## config.mk

```make
export PLATFORM = sky130hd
export DESIGN_NAME = alu_writeback_stage_flat
export DESIGN_NICKNAME = d
export VERILOG_FILES = /design/src/rtl/alu_writeback_stage_pkg.sv /design/src/rtl/alu_writeback_stage_if.sv /design/src/rtl/alu_writeback_stage_wb_skid_buffer.sv /design/src/rtl/alu_writeback_stage.sv /design/src/flat_wrapper.sv
export SDC_FILE = /design/constraint.sdc
export NUM_CORES = 1
export LEC_CHECK = 0
export CAP_MARGIN = 20
export CORE_MARGIN = 2
export CORE_UTILIZATION = 46
export DETAILED_ROUTE_END_ITERATION = 7
export MAX_ROUTING_LAYER = met4
export PLACE_DENSITY = 0.76
export REMOVE_ABC_BUFFERS = 1
export SLEW_MARGIN = 10
export SYNTH_ARGS = -nofsm -noshare
export SYNTH_HDL_FRONTEND = slang
export SYNTH_SLANG_ARGS = --single-unit
```

## constraint.sdc

```tcl
create_clock -name clk -period 1.8 [get_ports clk]
set_input_delay 0.27 -clock clk [delete_from_list [all_inputs] [get_ports clk]]
set_output_delay 0.27 -clock clk [all_outputs]
set_load 0.1 [all_outputs]
```

## src/rtl/alu_writeback_stage_pkg.sv

```systemverilog
// Shared types and constants for the ALU writeback stage: default widths,
// status-flag bit positions and the buffered result record.
package alu_writeback_stage_pkg;

  localparam int unsigned DEF_DATA_W  = 16;
  localparam int unsigned DEF_RADDR_W = 4;

  localparam int unsigned FLAG_Z  = 0;
  localparam int unsigned FLAG_N  = 1;
  localparam int unsigned FLAG_C  = 2;
  localparam int unsigned FLAG_V  = 3;
  localparam int unsigned FLAG_LT = 4;

  typedef struct packed {
    logic [DEF_DATA_W-1:0]  result;
    logic                   cout;
    logic                   ov;
    logic                   lt;
    logic [DEF_RADDR_W-1:0] rd;
    logic                   we;
    logic                   setf;
  } wb_entry_t;

endpackage

```

## src/rtl/alu_writeback_stage_if.sv

```systemverilog
// ALU-result handshake and register-file write port bundle.
// master = ALU / register-file side, slave = writeback stage.
interface alu_writeback_stage_if #(
  parameter int unsigned DATA_W  = 16,
  parameter int unsigned RADDR_W = 4
);
  logic               in_valid;
  logic               in_ready;
  logic [DATA_W-1:0]  in_result;
  logic               in_cout;
  logic               in_ov;
  logic               in_lt;
  logic [RADDR_W-1:0] in_rd;
  logic               in_we;
  logic               in_setf;
  logic               wb_ready;
  logic               wb_en;
  logic [RADDR_W-1:0] wb_addr;
  logic [DATA_W-1:0]  wb_data;

  modport master (
    output in_valid, in_result, in_cout, in_ov, in_lt, in_rd, in_we, in_setf, wb_ready,
    input  in_ready, wb_en, wb_addr, wb_data
  );

  modport slave (
    input  in_valid, in_result, in_cout, in_ov, in_lt, in_rd, in_we, in_setf, wb_ready,
    output in_ready, wb_en, wb_addr, wb_data
  );
endinterface

```

## src/rtl/alu_writeback_stage_wb_skid_buffer.sv

```systemverilog
// Two-entry in-order FIFO holding pending ALU results.
// ALU_WB_FWD_EN adds o_next (entry behind the head) for operand forwarding.
module wb_skid_buffer
  import alu_writeback_stage_pkg::*;
(
  input  logic      clk,
  input  logic      rst,
  input  logic      i_push,
  input  logic      i_pop,
  input  wb_entry_t i_entry,
  output wb_entry_t o_head,
`ifdef ALU_WB_FWD_EN
  output wb_entry_t o_next,
`endif
  output logic [1:0] o_count
);

  wb_entry_t  r_mem [2];
  logic       r_rd_ptr;
  logic [1:0] r_count;
  logic       w_wr_ptr;

  // Tail slot sits just behind the head when one entry is already held.
  assign w_wr_ptr = r_rd_ptr ^ (r_count == 2'd1);

  always_ff @(posedge clk) begin
    if (rst) begin
      r_rd_ptr <= 1'b0;
      r_count  <= '0;
      r_mem[0] <= '0;
      r_mem[1] <= '0;
    end else begin
      if (i_push) begin
        r_mem[w_wr_ptr] <= i_entry;
      end
      if (i_pop) begin
        r_rd_ptr <= ~r_rd_ptr;
      end
      case ({i_push, i_pop})
        2'b10:   r_count <= r_count + 2'd1;
        2'b01:   r_count <= r_count - 2'd1;
        default: r_count <= r_count;
      endcase
    end
  end

  assign o_head  = r_mem[r_rd_ptr];
`ifdef ALU_WB_FWD_EN
  assign o_next  = r_mem[~r_rd_ptr];
`endif
  assign o_count = r_count;

endmodule

```

## src/rtl/alu_writeback_stage.sv

```systemverilog
// Writeback stage: buffers ALU results, retires them in order to the
// register-file port and keeps the status flags. ALU_WB_FWD_EN adds bypass outputs.
module alu_writeback_stage
  import alu_writeback_stage_pkg::*;
#(
  parameter int unsigned DATA_W  = DEF_DATA_W,
  parameter int unsigned RADDR_W = DEF_RADDR_W
) (
  input  logic                 clk,
  input  logic                 rst,
  alu_writeback_stage_if.slave bus,
  output logic [4:0]           flags,
  output logic                 busy
`ifdef ALU_WB_FWD_EN
  ,
  output logic                 fwd_valid,
  output logic [RADDR_W-1:0]   fwd_addr,
  output logic [DATA_W-1:0]    fwd_data
`endif
);

  wb_entry_t  w_in_entry;
  wb_entry_t  w_head;
  logic [1:0] w_count;
  logic       w_push;
  logic       w_pop;
  logic [4:0] r_flags;
  logic [4:0] w_head_flags;
`ifdef ALU_WB_FWD_EN
  wb_entry_t  w_next;
`endif

  assign w_in_entry = '{result: bus.in_result, cout: bus.in_cout, ov: bus.in_ov,
                        lt: bus.in_lt, rd: bus.in_rd, we: bus.in_we, setf: bus.in_setf};

  assign bus.in_ready = !rst && (w_count != 2'd2);
  assign w_push       = bus.in_valid && bus.in_ready;
  assign w_pop        = !rst && (w_count != 2'd0) && bus.wb_ready;

  wb_skid_buffer u_buf (
    .clk     (clk),
    .rst     (rst),
    .i_push  (w_push),
    .i_pop   (w_pop),
    .i_entry (w_in_entry),
    .o_head  (w_head),
`ifdef ALU_WB_FWD_EN
    .o_next  (w_next),
`endif
    .o_count (w_count)
  );

  assign bus.wb_en   = w_pop && w_head.we;
  assign bus.wb_addr = (w_count != 2'd0) ? w_head.rd     : '0;
  assign bus.wb_data = (w_count != 2'd0) ? w_head.result : '0;
  assign busy        = (w_count != 2'd0);

  always_comb begin
    w_head_flags          = '0;
    w_head_flags[FLAG_Z]  = (w_head.result == '0);
    w_head_flags[FLAG_N]  = w_head.result[DATA_W-1];
    w_head_flags[FLAG_C]  = w_head.cout;
    w_head_flags[FLAG_V]  = w_head.ov;
    w_head_flags[FLAG_LT] = w_head.lt;
  end

  always_ff @(posedge clk) begin
    if (rst) begin
      r_flags <= '0;
    end else if (w_pop && w_head.setf) begin
      r_flags <= w_head_flags;
    end
  end

  assign flags = r_flags;

`ifdef ALU_WB_FWD_EN
  // Younger (tail) entry wins so the bypass always carries the newest value.
  always_comb begin
    fwd_valid = 1'b0;
    fwd_addr  = '0;
    fwd_data  = '0;
    if (!rst) begin
      if ((w_count == 2'd2) && w_next.we) begin
        fwd_valid = 1'b1;
        fwd_addr  = w_next.rd;
        fwd_data  = w_next.result;
      end else if ((w_count != 2'd0) && w_head.we) begin
        fwd_valid = 1'b1;
        fwd_addr  = w_head.rd;
        fwd_data  = w_head.result;
      end
    end
  end
`endif

endmodule
```

## src/flat_wrapper.sv

```systemverilog
// flat-port wrapper written by rule: the top's interface ports become plain ports
module alu_writeback_stage_flat import alu_writeback_stage_pkg::*;
#(
  parameter int unsigned DATA_W  = DEF_DATA_W,
  parameter int unsigned RADDR_W = DEF_RADDR_W
)
  (clk, rst, flags, busy, bus_in_valid, bus_in_result, bus_in_cout, bus_in_ov, bus_in_lt, bus_in_rd, bus_in_we, bus_in_setf, bus_wb_ready, bus_in_ready, bus_wb_en, bus_wb_addr, bus_wb_data);
  alu_writeback_stage_if #(.DATA_W(DATA_W), .RADDR_W(RADDR_W)) bus_i ();
  input  logic clk;
  input  logic rst;
  output logic [4:0] flags;
  output logic busy;
  input wire logic [$bits(bus_i.in_valid)-1:0] bus_in_valid;
  input wire logic [$bits(bus_i.in_result)-1:0] bus_in_result;
  input wire logic [$bits(bus_i.in_cout)-1:0] bus_in_cout;
  input wire logic [$bits(bus_i.in_ov)-1:0] bus_in_ov;
  input wire logic [$bits(bus_i.in_lt)-1:0] bus_in_lt;
  input wire logic [$bits(bus_i.in_rd)-1:0] bus_in_rd;
  input wire logic [$bits(bus_i.in_we)-1:0] bus_in_we;
  input wire logic [$bits(bus_i.in_setf)-1:0] bus_in_setf;
  input wire logic [$bits(bus_i.wb_ready)-1:0] bus_wb_ready;
  output wire logic [$bits(bus_i.in_ready)-1:0] bus_in_ready;
  output wire logic [$bits(bus_i.wb_en)-1:0] bus_wb_en;
  output wire logic [$bits(bus_i.wb_addr)-1:0] bus_wb_addr;
  output wire logic [$bits(bus_i.wb_data)-1:0] bus_wb_data;
  assign bus_i.in_valid = bus_in_valid;
  assign bus_i.in_result = bus_in_result;
  assign bus_i.in_cout = bus_in_cout;
  assign bus_i.in_ov = bus_in_ov;
  assign bus_i.in_lt = bus_in_lt;
  assign bus_i.in_rd = bus_in_rd;
  assign bus_i.in_we = bus_in_we;
  assign bus_i.in_setf = bus_in_setf;
  assign bus_i.wb_ready = bus_wb_ready;
  assign bus_in_ready = bus_i.in_ready;
  assign bus_wb_en = bus_i.wb_en;
  assign bus_wb_addr = bus_i.wb_addr;
  assign bus_wb_data = bus_i.wb_data;
  alu_writeback_stage #(.DATA_W(DATA_W), .RADDR_W(RADDR_W)) u_core (.clk(clk), .rst(rst), .bus(bus_i), .flags(flags), .busy(busy));
endmodule
```

Yosys cells after proc, flatten, opt, wreduce, memory -nomap -nowiden
Memories as Yosys holds them, arrays and structs flattened. A register that Yosys moved wholly into a read port is not among the register bits.
Index checks and enable logic that the tools add are counted.
{"block": "word_totals", "reg_bits": 8, "ramBits": 50, "in_bits": 29, "word_cells": 36, "memories": 1}
{"block": "classes", "addsub": 2, "n_eq_ne": 4, "n_mux": 13, "bitwise_logic": 2, "reduce_logical": 11}
{"name": "u_core.u_buf.r_mem", "depth": 2, "width": 25, "rd": 1, "rd_ports_with_merged_regs": 1, "wr": 2, "line_no": "alu_writeback_stage_wb_skid_buffer.sv:18", "rtl": "wb_entry_t r_mem [2];"}
{"cell": "$mux 25", "n": 1}
{"cell": "$reduce_or 25->1", "n": 1}
{"cell": "$logic_not 16->1", "n": 1}
{"cell": "$mux 16", "n": 1}
{"cell": "$mux 1", "n": 9}
{"cell": "$logic_and 1x1->1", "n": 6}
{"cell": "$eq 2x1->1 const B", "n": 2}
{"cell": "$mux 4", "n": 1}
{"cell": "$pmux 2 s2", "n": 1}
{"cell": "$reduce_bool 2->1", "n": 2}
{"cell": "$add 2x1->2 const B", "n": 1}
{"cell": "$eq 2x2->1 const B", "n": 1}
{"cell": "$ne 2x2->1 const B", "n": 1}
{"cell": "$sub 2x1->2 const B", "n": 1}
{"cell": "$logic_not 1->1", "n": 1}
{"cell": "$not 1->1", "n": 1}
{"cell": "$xor 1x1->1", "n": 1}

Longest topological paths before layout
Gate-level depths: netlist of the first run.
{"block": "logic_depth", "word_depth": 8, "depth_mapped": 8, "depth_no_buf": 8}

Modules after synthesis
Synthesis of the first run repeated with hierarchy kept, for this count alone.
{"block": "unflattened", "hier_cells": 214, "area_unflattened_um2": 2830.2}
{"module": "wb_skid_buffer", "n_inst": 1, "cells_per_inst": 158, "area_each_um2": 2387.3, "seq_area_each_um2": 1581.5}
{"module": "alu_writeback_stage", "n_inst": 1, "cells_per_inst": 56, "area_each_um2": 442.9, "seq_area_each_um2": 100.1}

Worst setup path before layout of the first run
Ideal clock, no wire load.
{"block": "synth_path", "path_type": "register to output", "startpoint": "register u_core.u_buf.r_count[0] (netlist: u_core.u_buf.o_count[0])", "endpoint": "output bus_wb_en", "t_arrival_ps": 2354, "t_required_ps": 1530, "setup_slack_ps": -824, "path_stages_with_launch": 5, "path_buffers": 0, "path_cell_list": "dfxtp_1 inv_1 ha_1 or3b_4 nor2_1"}
{"block": "synth_between", "elab_chain_len": 4}
{"item": "start: declaration", "line_no": "alu_writeback_stage_wb_skid_buffer.sv:20", "rtl": "logic [1:0] r_count;"}
{"item": "start signal: assignment", "line_no": "alu_writeback_stage_wb_skid_buffer.sv:40", "rtl": "2'b10: r_count <= r_count + 2'd1;"}
{"item": "start signal: assignment", "line_no": "alu_writeback_stage_wb_skid_buffer.sv:41", "rtl": "2'b01: r_count <= r_count - 2'd1;"}
{"item": "start signal: assignment", "line_no": "alu_writeback_stage_wb_skid_buffer.sv:42", "rtl": "default: r_count <= r_count;"}
{"item": "$reduce_bool 2->1", "line_no": "alu_writeback_stage.sv:38", "rtl": "assign w_pop = !rst && (w_count != 2'd0) && bus.wb_ready;"}
{"item": "$logic_and 1x1->1 (2 in a row)", "line_no": "alu_writeback_stage.sv:38"}
{"item": "$logic_and 1x1->1", "line_no": "alu_writeback_stage.sv:53", "rtl": "assign bus.wb_en = w_pop && w_head.we;"}
{"item": "end: declaration", "line_no": "flat_wrapper.sv:23", "rtl": "output wire logic [$bits(bus_i.wb_en)-1:0] bus_wb_en;"}
Every way passes these cells.

Final worst setup path of the first run
{"block": "layout_path", "startpoint": "register u_core.u_buf.r_count[1] (netlist: u_core.u_buf.o_count[1])", "endpoint": "output bus_wb_en"}
The elaborated chain is that of the path after synthesis.

==> run metrics, run 1 <==
final core occ=0.7361; initial antenna violation count=0; total core area=5608 um^2; io pins=57; Seq/Total Area, Yosys=0.6196; status=finished with violations; Synth Cell Area=2714 um^2; routed wire length=6271 um; total chip power=4.780 mW; Post-Synthesis Cells=215; first-pass GRT wire length=9321 um; dpl cell area=3662 um^2; slowest stage cell, crit path=or3b_4; Post-DRT Antenna Nets=0; Yosys warnings=0; WL/cell=16.95 um; hold path endpoint=u_core.u_buf.o_count[0]; Seq cells post-synth=59; R2R setup slack=0 ps; ranking of synthesized cells by area=edfxtp_1 55%, and2_1 12%, mux2i_1 9.2%; total clock sinks=59; antenna diode count=0; setup slack after placement=-128.3 ps; Via density=5.135; site row count=27; crit path cell chain=inv_2 > ha_4 > or3b_4 > nor2_4 > buf_12; reg2reg end=u_core.u_buf.o_count[1]; vias in the first global route=1,929; Worst R2R Start=u_core.u_buf.o_count[1]; worst endpoint data arrival time=1570 ps; grt total ovfl=0; Worst Setup SP=u_core.u_buf.o_count[1]; max-slew violation count=0; Reg clk slew, reported paths=70 ps; crit path launch type=register; Area Overhead vs Synth=52.10%; Final min period=1844 ps; CP required=1530 ps; Crit Path Category=reg2out; number of nets in the layout=326; RSZ-0062 raised after global routing=true; fmax=542.2 MHz; Die W=80.81 um; clk_lat worst skew=340 ps; clk_skew=8.031 ps; Main synth FF type=edfxtp_1; clk root buf=clkbuf_8; drt initial violations=132; Final setup viols=1; Syn Area/Cell=12.62 um^2; Worst VDD drop=712.1 uV; max-cap viol count=0; Num CTS Buffers=9; DR DRC count=0; Synth top cells by count=50 x and2_1, 50 x edfxtp_1, 31 x nor2_1; Vias=1,900; DPL Wire Length=3686 um; CTS Hold Bufs=0; H-Tree Depth=3; layout cells sized above 1=0.3658; Slew headroom=0.7025; Final Cell Area=4128 um^2; die area=6530 um^2; Worst Hold Launch=rst; hold depth=2; number of flops mapped to enable cells by yosys=50; Netlist cell types=29; Buffers on Ports=56; worst slew pin tran=433.8 ps; Max clock buf depth=2; largest area contributor in the netlist=edfxtp_1; failing checks=setup timing; die height=80.81 um; final worst slack=-44.29 ps; leakage power=1.545 nW; Initial Util=0.4839; Critical Path Max Stage Delay=390 ps; largest net degree at the start of global routing=30; Final Hold Fails=0; power per cell area=1158 nW/um^2; CTS tree=done; Setup crit end kind=output pin; top-area cell type share of the netlist area=0.5533; First-pass DRT Iterations=4; Crit Path Max Fanout=3; min-delay worst type=in2reg; Async SR Flop Fraction=0; worst r2r path cells=9; crit share post-route=1.025; GPL Wtd Cong=0.7537; All-Layer GR Usage=0.2049
cell usage in the layout, fill, tap and decap left out, types with 6 or more instances in the layout:
| cell type | Yosys | layout |
|---|---|---|
| and2_1 | 50 | 50 |
| buf_12 | 0 | 26 |
| buf_4 | 0 | 19 |
| clkbuf_8 | 0 | 9 |
| clkdlybuf4s50_1 | 0 | 27 |
| dfxtp_1 | 9 | 6 |
| edfxtp_1 | 50 | 50 |
| mux2i_1 | 25 | 21 |
| nor2_1 | 31 | 10 |
| nor2_2 | 2 | 16 |
| nor2_4 | 0 | 7 |
cell families (layout without fill, tap and decap cells):
| kind of cell | after synthesis | count (layout) | share of synthesized area |
|---|---|---|---|
| and+or+nand+nor | 101 | 101 | 0.2116 |
| buffers and inverters | 15 | 98 | 0.02582 |
| xor gates and xnor gates | 4 | 4 | 0.01291 |
| adders and majority gates | 4 | 4 | 0.01844 |
| AOI/OAI and AO/OA | 7 | 7 | 0.01937 |
| DFF | 59 | 59 | 0.6196 |
| muxes | 25 | 25 | 0.09221 |
critical path: cells and delay by family (launching register included):
family / cells / cell delay [ps]
buffers and inverters: 2 / 240
AND/OR/NAND/NOR: 2 / 500
flip-flops: 1 / 330
adder cells (fa/ha/maj): 1 / 160
sequential cells by signal, indices dropped and copies added, names as in the netlist, named ones only:
name                   count
u_core.u_buf.o_count       2
u_core.u_buf.r_rd_ptr      1
u_core.flags               5
u_core.u_buf.r_mem        50
through the flow:
stage	instances	setup TNS (ps)	hold slack, ps
3_5_place_dp	345	-6262	493.0
5_1_grt	370	-622.3	422.3
3_3_place_gp	345	-3401	491.2
2_1_floorplan	204	-100520	342.4
6_report	370	-44.29	418.5
4_1_cts	367	-26.59	380.6
report_power, final:
| part | internal (mW) | leakage [nW] | switching (mW) |
|---|---|---|---|
| clock network | 0.626 | 0.0935 | 0.506 |
| registers | 1.66 | 0.597 | 0.0750 |
| logic | 0.725 | 0.854 | 1.19 |
| total | 3.01 | 1.54 | 1.77 |
cell type report:
class,instances,area (um^2)
fill,373,1480
multi-input combinational,141,1127
sequential,59,1685
timing repair buffer,78,1026
clock buffer,10,127.6
clock inverter,6,56.30
inverter,4,15.01
tap,72,90.09
metal layers:
metal / global-route usage / routed length [um] / vias up
li1: - / - / 912
met1: 0.2273 / 2469 / 920
met2: 0.3529 / 3407 / 60
met3: 0.05000 / 329 / 8
met4: 0.08644 / 64 / 0
met5: - / 0 / -
timing repair:
| item | 4_1_cts | 5_1_grt |
|---|---|---|
| endpoints found under the setup margin | 22 | 86 |
| gates resized for setup | 32 | 21 |
| gates cloned | 0 | 2 |
| pin swaps | 4 | 4 |
| buffers inserted | 6 | 1 |
worst max-delay path by stage:
| stage | slack (ps) | endpoint | cells past startpoint |
|---|---|---|---|
| 4_1_cts | -30 | bus_wb_en | 5 |
| 3_3_place_gp | -100 | bus_wb_en | 4 |
| 5_1_grt | -100 | bus_wb_en | 5 |
| 6_report | -40 | bus_wb_en | 5 |
| 3_5_place_dp | -130 | u_core.flags[4] | 6 |
| 2_1_floorplan | -1080 | bus_wb_data[15] | 2 |
No activity file was read; power rests on OpenSTA's default activity.
==> inputs of run 2 (changes only) <==
- CORE_MARGIN: 2 -> unset
==> run metrics, run 2 (synthesis results as in run 1) <==
fmax=548.2 MHz (was 542.2 MHz); Final setup viols=4 (was 1); total core area=5608 um^2 (unchanged); initial antenna violation count=0 (unchanged); reg2reg end=u_core.u_buf.r_mem[1][1] (was u_core.u_buf.o_count[1]); hold depth=2 (unchanged); Initial Util=0.4839 (unchanged); CTS tree=done (unchanged); die height=78.81 um (was 80.81 um); DPL Wire Length=3934 um (was 3686 um); worst slew pin tran=398.1 ps (was 433.8 ps); dpl cell area=3692 um^2 (was 3662 um^2); grt total ovfl=0 (unchanged); number of nets in the layout=325 (was 326); R2R setup slack=40 ps (was 0 ps); max FFs per register=50 (unchanged); status=finished with violations (unchanged); Worst Hold Launch=u_core.flags[2] (was rst); hold path endpoint=u_core.flags[2] (was u_core.u_buf.o_count[0]); CTS Hold Bufs=0 (unchanged); First-pass DRT Iterations=4 (unchanged); Crit Path Max Fanout=2 (was 3); routed wire length=5835 um (was 6271 um); Vias=1,886 (was 1,900); WL/cell=15.86 um (was 16.95 um); io pins=57 (unchanged); Num CTS Buffers=9 (unchanged); Worst VDD drop=782.3 uV (was 712.1 uV); most frequent cells in the layout=50 x and2_1, 50 x edfxtp_1, 28 x clkdlybuf4s50_1 (was 50 x and2_1, 50 x edfxtp_1, 27 x clkdlybuf4s50_1); min-delay worst type=reg2reg (was in2reg); Slew headroom=0.7321 (was 0.7025); total clock sinks=59 (unchanged); final worst slack=-24.31 ps (was -44.29 ps); clk_lat worst skew=330 ps (was 340 ps); drt initial violations=72 (was 132); Area Overhead vs Synth=47.49% (was 52.10%); failing checks=setup timing (unchanged); clk_skew=6.718 ps (was 8.031 ps); site row count=27 (unchanged); Final Cell Area=4003 um^2 (was 4128 um^2); GRT Max-Usage Layer=met2 (unchanged); FILL cells=401 (was 373); Buffers on Ports=56 (unchanged); largest register by flop count=u_core.u_buf.r_mem (unchanged); grt met3 use=0.05402 (was 0.05000); leakage power=1.509 nW (was 1.545 nW); worst r2r path cells=7 (was 9); crit share post-route=1.014 (was 1.025); max-cap viol count=0 (unchanged); Via density=5.125 (was 5.135); M2 GR Usage=0.3670 (was 0.3529); largest net degree at the start of global routing=26 (was 30); Post-DRT Antenna Nets=0 (unchanged); crit path launch type=register (unchanged); first-pass GRT wire length=9432 um (was 9321 um); Reg clk slew, reported paths=70 ps (about the same); H-Tree Depth=3 (unchanged); Max clock buf depth=2 (unchanged); Die W=78.81 um (was 80.81 um); Crit Path Category=reg2out (unchanged); vias in the first global route=1,979 (was 1,929); RSZ-0062 raised after global routing=true (unchanged); Setup crit end kind=output pin (unchanged); max-slew violation count=0 (unchanged); Final min period=1824 ps (was 1844 ps); GPL Wtd Cong=0.7281 (was 0.7537); clk root buf=clkbuf_8 (unchanged); Final Hold Fails=0 (unchanged); CP required=1530 ps (about the same); layout cells sized above 1=0.3345 (was 0.3658); power per cell area=1128 nW/um^2 (was 1158 nW/um^2); Worst R2R Start=u_core.u_buf.o_count[1] (unchanged); All-Layer GR Usage=0.2158 (was 0.2049); GR Util met1=0.2389 (was 0.2273); die area=6211 um^2 (was 6530 um^2); worst endpoint data arrival time=1550 ps (was 1570 ps); antenna diode count=0 (unchanged); DR DRC count=0 (unchanged); setup TNS=-63.04 ps (was -44.29 ps); setup slack after placement=-133.2 ps (was -128.3 ps)
==> run 2: cell types whose count changed in the layout (fill, tap and decap cells not counted), sizes merged <==
| cell | previous run | this run |
|---|---|---|
| dlygate4sd2 | 1 | 0 |
| bufinv | 1 | 0 |
| clkinvlp | 1 | 0 |
| clkdlybuf4s50 | 27 | 28 |
==> run 2: worst max-delay path, cell delays in order (launching register included) <==
cell	delay, ps
dfxtp_2	330
inv_2	50
ha_4	150
or3b_4	390
nor2_4	120
buf_12	180
==> run 2: where the power goes <==
part | internal [mW] | total (mW) | switching (mW)
sequential | 1.66 | 1.73 | 0.0684
clock | 0.480 | 0.966 | 0.486
combinational | 0.677 | 1.82 | 1.14
total | 2.82 | 4.51 | 1.70
==> run 2: worst max-delay path by stage <==
stage                              endpoint  cells past startpoint  slack, ps               startpoint
global placement                  bus_wb_en                      4        -90                      rst
finish                            bus_wb_en                      5        -20  u_core.u_buf.o_count[1]
detailed placement  u_core.u_buf.o_count[1]                      7       -130                      rst
global route                      bus_wb_en                      5        -70  u_core.u_buf.o_count[1]
floorplan                   bus_wb_data[15]                      2      -1080                 register
CTS                               bus_wb_en                      5        -40  u_core.u_buf.o_count[1]
==> run 2: per-stage QoR <==
step	hold slack (ps)	utilization	power [mW]	cells
4_1_cts	499.7	0.7035	4.513	367
3_5_place_dp	491.7	0.6584	3.454	349
3_3_place_gp	487.3	0.6584	3.418	349
2_1_floorplan	342.4	-	2.765	204
5_1_grt	535.3	0.7137	4.679	368
6_report	502.6	0.7137	4.514	368
==> run 2: repair_timing <==
item / in CTS / in global routing
gates resized for setup: 30 / 7
gates cloned: 0 / 1
buffers inserted: 3 / 0
setup endpoints to repair: 24 / 100
pin swaps: 4 / 2
==> run 2: layout make-up <==
type	count	area [um^2]	share of cell area
sequential	59	1684	0.4208
multi-input combinational	141	1069	0.2670
timing repair buffer	77	994.7	0.2485
clock buffer	11	131.4	0.03282
tap	72	90.09	0.02251
clock inverter	4	18.77	0.004689
inverter	4	15.01	0.003751
==> run 2: metal layers <==
| layer | wire, um | vias to the layer above | share of wire |
|---|---|---|---|
| li1 | - | 908 | - |
| met1 | 2411 | 912 | 0.41 |
| met2 | 3026 | 55 | 0.52 |
| met3 | 278 | 11 | 0.048 |
| met4 | 118 | 0 | 0.020 |
| met5 | 0 | - | 0 |
